$ cat config.mk
export PLATFORM = sky130hd
export DESIGN_NAME = demux_deser8_flat
export DESIGN_NICKNAME = d
export VERILOG_FILES = /design/src/rtl/demux_deser8_if.sv /design/src/rtl/demux_deser8.sv /design/src/flat_wrapper.sv
export SDC_FILE = /design/constraint.sdc
export NUM_CORES = 1
export LEC_CHECK = 0
export ABC_AREA = 1
export CORE_MARGIN = 4
export CORE_UTILIZATION = 52
export CTS_CLUSTER_DIAMETER = 200
export CTS_CLUSTER_SIZE = 16
export DETAILED_ROUTE_END_ITERATION = 8
export GPL_TIMING_DRIVEN = 0
export PLACE_DENSITY_LB_ADDON = 0.08
export SLEW_MARGIN = 20
export SYNTH_ARGS = -nofsm -noshare
export SYNTH_HDL_FRONTEND = slang
export SYNTH_SLANG_ARGS = --single-unit
$ cat constraint.sdc
create_clock -name clk -period 3.67 [get_ports clk]
set_input_delay 0.5505 -clock clk [delete_from_list [all_inputs] [get_ports clk]]
set_output_delay 0.5505 -clock clk [all_outputs]
set_load 0.02 [all_outputs]
$ cat src/rtl/demux_deser8_if.sv
// Serial-in / byte-out bundle for the 8:1 deserialiser.
// master: the transmitter plus the byte-wide consumer.
// slave:  the deserialiser itself.
interface demux_deser8_if #(
    parameter int unsigned WIDTH = 8,
    parameter int unsigned SEL_W = 3
);
    logic             din;
    logic             din_valid;
    logic             sync;
    logic [SEL_W-1:0] sel;
    logic [WIDTH-1:0] dout;
    logic             dout_valid;
    logic             dout_ready;
    logic             overrun;

    modport master (
        output din,
        output din_valid,
        output sync,
        output dout_ready,
        input  sel,
        input  dout,
        input  dout_valid,
        input  overrun
    );

    modport slave (
        input  din,
        input  din_valid,
        input  sync,
        input  dout_ready,
        output sel,
        output dout,
        output dout_valid,
        output overrun
    );
endinterface

$ cat src/rtl/demux_deser8.sv
// Receive-side 1:8 demultiplexer.
// Each qualified serial bit is written into the slot addressed by a
// free-running select count. A completed word is offered on a
// valid/ready holding register. Words that arrive while the holding
// register is still full are dropped, and a sticky overrun flag is set.
// Every output comes straight from a flop.
module demux_deser8 #(
    parameter int unsigned WIDTH     = 8,
    parameter int unsigned SEL_W     = 3,
    parameter bit          LSB_FIRST = 1'b1
) (
    input  logic           clk,
    input  logic           rst,
    demux_deser8_if.slave  bus
);

    localparam logic [SEL_W-1:0] SEL_LAST  = SEL_W'(WIDTH - 1);
    localparam logic [SEL_W-1:0] SLOT_HEAD = LSB_FIRST ? '0 : SEL_LAST;

    logic [SEL_W-1:0] sel_q,  sel_d;
    logic [WIDTH-1:0] asm_q,  asm_d;
    logic [WIDTH-1:0] dout_q, dout_d;
    logic             dv_q,   dv_d;
    logic             ovr_q,  ovr_d;

    logic [SEL_W-1:0] slot;
    logic             complete;
    logic [WIDTH-1:0] word;

    // Assembly path: slot write, select advance, resync and word completion.
    always_comb begin
        sel_d    = sel_q;
        asm_d    = asm_q;
        complete = 1'b0;
        word     = '0;
        slot     = LSB_FIRST ? sel_q : (SEL_LAST - sel_q);

        if (bus.sync) begin
            // Resync always restarts the frame. A bit on the same edge
            // becomes bit zero of the new word, so a completion that was
            // pending on this edge is abandoned.
            asm_d = '0;
            sel_d = '0;
            if (bus.din_valid) begin
                asm_d[SLOT_HEAD] = bus.din;
                if (WIDTH == 1) begin
                    complete = 1'b1;
                    word     = asm_d;
                end else begin
                    sel_d = SEL_W'(1);
                end
            end
        end else if (bus.din_valid) begin
            asm_d[slot] = bus.din;
            if (sel_q == SEL_LAST) begin
                complete = 1'b1;
                word     = asm_d;
                sel_d    = '0;
            end else begin
                sel_d = sel_q + SEL_W'(1);
            end
        end
    end

    // Holding register: load, replace-on-consume, drop-on-full, plain consume.
    always_comb begin
        dout_d = dout_q;
        dv_d   = dv_q;
        ovr_d  = ovr_q;

        if (complete) begin
            if (!dv_q || bus.dout_ready) begin
                dout_d = word;
                dv_d   = 1'b1;
            end else begin
                ovr_d = 1'b1;
            end
        end else if (dv_q && bus.dout_ready) begin
            dv_d = 1'b0;
        end
    end

    // State registers with synchronous reset that discards any partial word.
    always_ff @(posedge clk) begin
        if (rst) begin
            sel_q  <= '0;
            asm_q  <= '0;
            dout_q <= '0;
            dv_q   <= 1'b0;
            ovr_q  <= 1'b0;
        end else begin
            sel_q  <= sel_d;
            asm_q  <= asm_d;
            dout_q <= dout_d;
            dv_q   <= dv_d;
            ovr_q  <= ovr_d;
        end
    end

    assign bus.sel        = sel_q;
    assign bus.dout       = dout_q;
    assign bus.dout_valid = dv_q;
    assign bus.overrun    = ovr_q;

endmodule

$ cat src/flat_wrapper.sv
// flat-port wrapper written by rule: the top's interface ports become plain ports
module demux_deser8_flat 
#(
    parameter int unsigned WIDTH     = 8,
    parameter int unsigned SEL_W     = 3,
    parameter bit          LSB_FIRST = 1'b1
)
  (clk, rst, bus_din, bus_din_valid, bus_sync, bus_dout_ready, bus_sel, bus_dout, bus_dout_valid, bus_overrun);
  demux_deser8_if #(.WIDTH(WIDTH), .SEL_W(SEL_W)) bus_i ();
  input  logic clk;
  input  logic rst;
  input wire logic [$bits(bus_i.din)-1:0] bus_din;
  input wire logic [$bits(bus_i.din_valid)-1:0] bus_din_valid;
  input wire logic [$bits(bus_i.sync)-1:0] bus_sync;
  input wire logic [$bits(bus_i.dout_ready)-1:0] bus_dout_ready;
  output wire logic [$bits(bus_i.sel)-1:0] bus_sel;
  output wire logic [$bits(bus_i.dout)-1:0] bus_dout;
  output wire logic [$bits(bus_i.dout_valid)-1:0] bus_dout_valid;
  output wire logic [$bits(bus_i.overrun)-1:0] bus_overrun;
  assign bus_i.din = bus_din;
  assign bus_i.din_valid = bus_din_valid;
  assign bus_i.sync = bus_sync;
  assign bus_i.dout_ready = bus_dout_ready;
  assign bus_sel = bus_i.sel;
  assign bus_dout = bus_i.dout;
  assign bus_dout_valid = bus_i.dout_valid;
  assign bus_overrun = bus_i.overrun;
  demux_deser8 #(.WIDTH(WIDTH), .SEL_W(SEL_W), .LSB_FIRST(LSB_FIRST)) u_core (.clk(clk), .rst(rst), .bus(bus_i));
endmodule
==> impl_metrics.ini <==
[min_path]
hp-start = u_core.bus.overrun
hp-class = reg -> reg
worstHoldEndpoint = u_core.bus.overrun
whs_path_depth = 2

[sta]
period_share_pct = 56.38
tightest_slew_ps = 343.1
rsz0062_at_grt = false
max_freq_mhz = 483.3
skew_ps = 2.087
min_period_ps = 2069
finalSetupTns_ps = 0
setup_slack_ps = 1601
setup_viol = 0
slew_violations = 0
relSlewSlack_pct = 77.10
hold_viol = 0

[die]
die_h_um = 50.43
fp-row-count = 15
ios = 19
core_area_um2 = 1708
start_util_pct = 54.80
die_w_um = 50.43
fp.dieArea_um2 = 2543

[placed_design]
gp_congestion = 0.8057
place_ws_ps = 1786
portBuffers = 18
dp_hpwl_mm = 1.600

[synth]
synth_top_area_share_pct = 44.92
yosysTopAreaCell = dfxtp_1
synth_nets = 145
ys.flop_type = dfxtp_1
yosys.area_share.simple_pct = 28.74
yosysMostFrequentCell = nor2_1
synth_fa_ha_area_share_pct = 2.674
yosysSeqAreaShare_pct = 44.92
synth_compound_area_share_pct = 15.51
muxShareOfSynthArea_pct = 0
synth_top_family_by_area = simple AND/OR/NAND/NOR gates
yosys-top-cells-count = 35 x nor2_1, 21 x dfxtp_1, 19 x nand2_1
ys_types = 14
synth_edf_count = 0
ys_top_cells_by_area = dfxtp_1 45%, nor2_1 14%, nand2_1 7.6%
syn_area_um2 = 935.9
async_flop_share_pct = 0
yosysWarnings = 0
syn_area_per_cell_um2 = 6.831
synth_xor_area_share_pct = 0
synth_seq_cells = 21
syn_inst = 137

[setup_path]
r2r_cells = 7
critPathTopFamily = buffers and inverters
crit_type = reg -> out
setup.worst_path.end_class = output port
path_buf_inv = 1
startpoint_type = flip-flop
cp.required_ps = 3120
path_depth = 1
worstReg2RegEnd = u_core.bus.dout[3]
path_max_fanout = 9
rrSetupSlack_ps = 2070
timing.rr.start = u_core.bus.sel[1]
crit_chain = clkdlybuf4s50_1
critPathSlowestCell = clkdlybuf4s50_1
cp_slowest_stage_delay_ps = 670
worstPathArrival_ps = 1520

[clock_network]
h-tree-depth = 1
cts_setup_buffers = 0
cts_buffer_depth = 2
cts_sinks = 21
cts_hold_buf = 0
clockRootBuffer = clkbuf_4
clk_latency_ps = 300
numCtsBuffers = 3
cts.clk_slew.worst_paths_ps = 120
cts_tree = yes
ctsResizeCount = 0

[detailed_routing]
drc = 0
vias_per_cell = 5.011
routed_wirelength_mm = 2.170
num_vias = 922
drt_pass1_iterations = 4
wl_per_cell_um = 11.79
drtAntennaViolNets = 0
drt-initial-drc-count = 54

[global_routing]
grt_overflow = 0
antenna_found_initial = 0
grt_max_degree = 13
grt_pass1_vias = 832
grt_pass1_wl_mm = 3.739
gr-usage-all-layers_pct = 19.40

[final_layout]
fillCellCount = 138
drive_above_1_share_pct = 6.289
nets = 168
insertedDiodeCount = 0
synthToLayoutAreaGrowth_pct = 25.54

[pwr]
p_leak_nw = 0.5347
total_power_w = 0.0003869
power.density_nw_per_um2 = 329.3
ir_drop_mv = 0.2087

[job]
cap_violations = 0

[outcome]
status = complete, no violations
[layer usage]
| layer | global-route usage (%) | wire, um | part of all wire (%) | up-vias |
|---|---|---|---|---|
| li1 | - | - | - | 481 |
| met1 | 24.95 | 942 | 43 | 403 |
| met5 | 0 | 0 | 0 | - |
| met4 | 7.623 | 33 | 1.5 | 0 |
| met3 | 3.858 | 126 | 5.8 | 6 |
| met2 | 31.74 | 1068 | 49 | 32 |
[how the worst max path moves through the flow]
stage / start / endpoint / slack, ps
finish: u_core.bus.sel[1] / bus_sel[1] / 1600
global placement: rst / u_core.asm_q[4] / 1830
CTS: u_core.bus.sel[1] / bus_sel[1] / 1600
detailed placement: rst / u_core.asm_q[1] / 1790
floorplan: u_core.bus.sel[1] / u_core.bus.dout[3] / 2210
global route: u_core.bus.sel[1] / bus_sel[1] / 1540
[registers in the layout (all words and copies together) (netlist names)]
register	cells
u_core.asm_q	8
u_core.bus.dout	8
u_core.bus.dout_valid	1
u_core.bus.overrun	1
u_core.bus.sel	3
[cell families after synthesis]
kind of cell | after synthesis
AND/OR/NAND/NOR | 66
adder cells (fa/ha/maj) | 2
flip-flops | 21
buffers and inverters | 19
AO/OA/AOI/OAI | 29
[cells in the final DEF, fill, tap and decap left out, drive strengths merged]
master and instances:
nor2 36, dfxtp 21, nand2 19, o21ai 19, clkdlybuf4s50 18, inv 17, nand3 11, a21oi 10
clkbuf 3, ha 2, buf 2, clkinv 1
[cell type report]
| cell class | instances | area [um2] | area share [%] |
|---|---|---|---|
| inverters | 17 | 63.81 | 5.431 |
| plain buffers | 2 | 12.51 | 1.065 |
| flip-flops and latches | 21 | 420.4 | 35.78 |
| clock inverters | 1 | 5.005 | 0.4260 |
| repair buffers | 18 | 180.2 | 15.34 |
| multi-input cells | 97 | 439.2 | 37.38 |
| well taps | 25 | 31.28 | 2.662 |
| clock buffers | 3 | 22.52 | 1.917 |
[per-stage QoR]
stage	util (%)	area (um2)	cells	hold slack, ps
2_1_floorplan	-	935.9	137	437.6
3_3_place_gp	67.18	1147	180	457.0
3_5_place_dp	67.18	1147	180	460.6
4_1_cts	68.79	1175	184	489.8
5_1_grt	68.79	1175	184	505.2
6_report	68.79	1175	184	486.4
[power by group]
part / total, W / leakage [nW] / switching [W] / internal [W]
registers: 0.000237 / 0.170 / 0.00000454 / 0.000232
logic: 0.0000387 / 0.347 / 0.0000236 / 0.0000151
clock network: 0.000111 / 0.0177 / 0.0000708 / 0.0000406
total: 0.000387 / 0.535 / 0.0000990 / 0.000288
(Power assumes the default switching activity.)
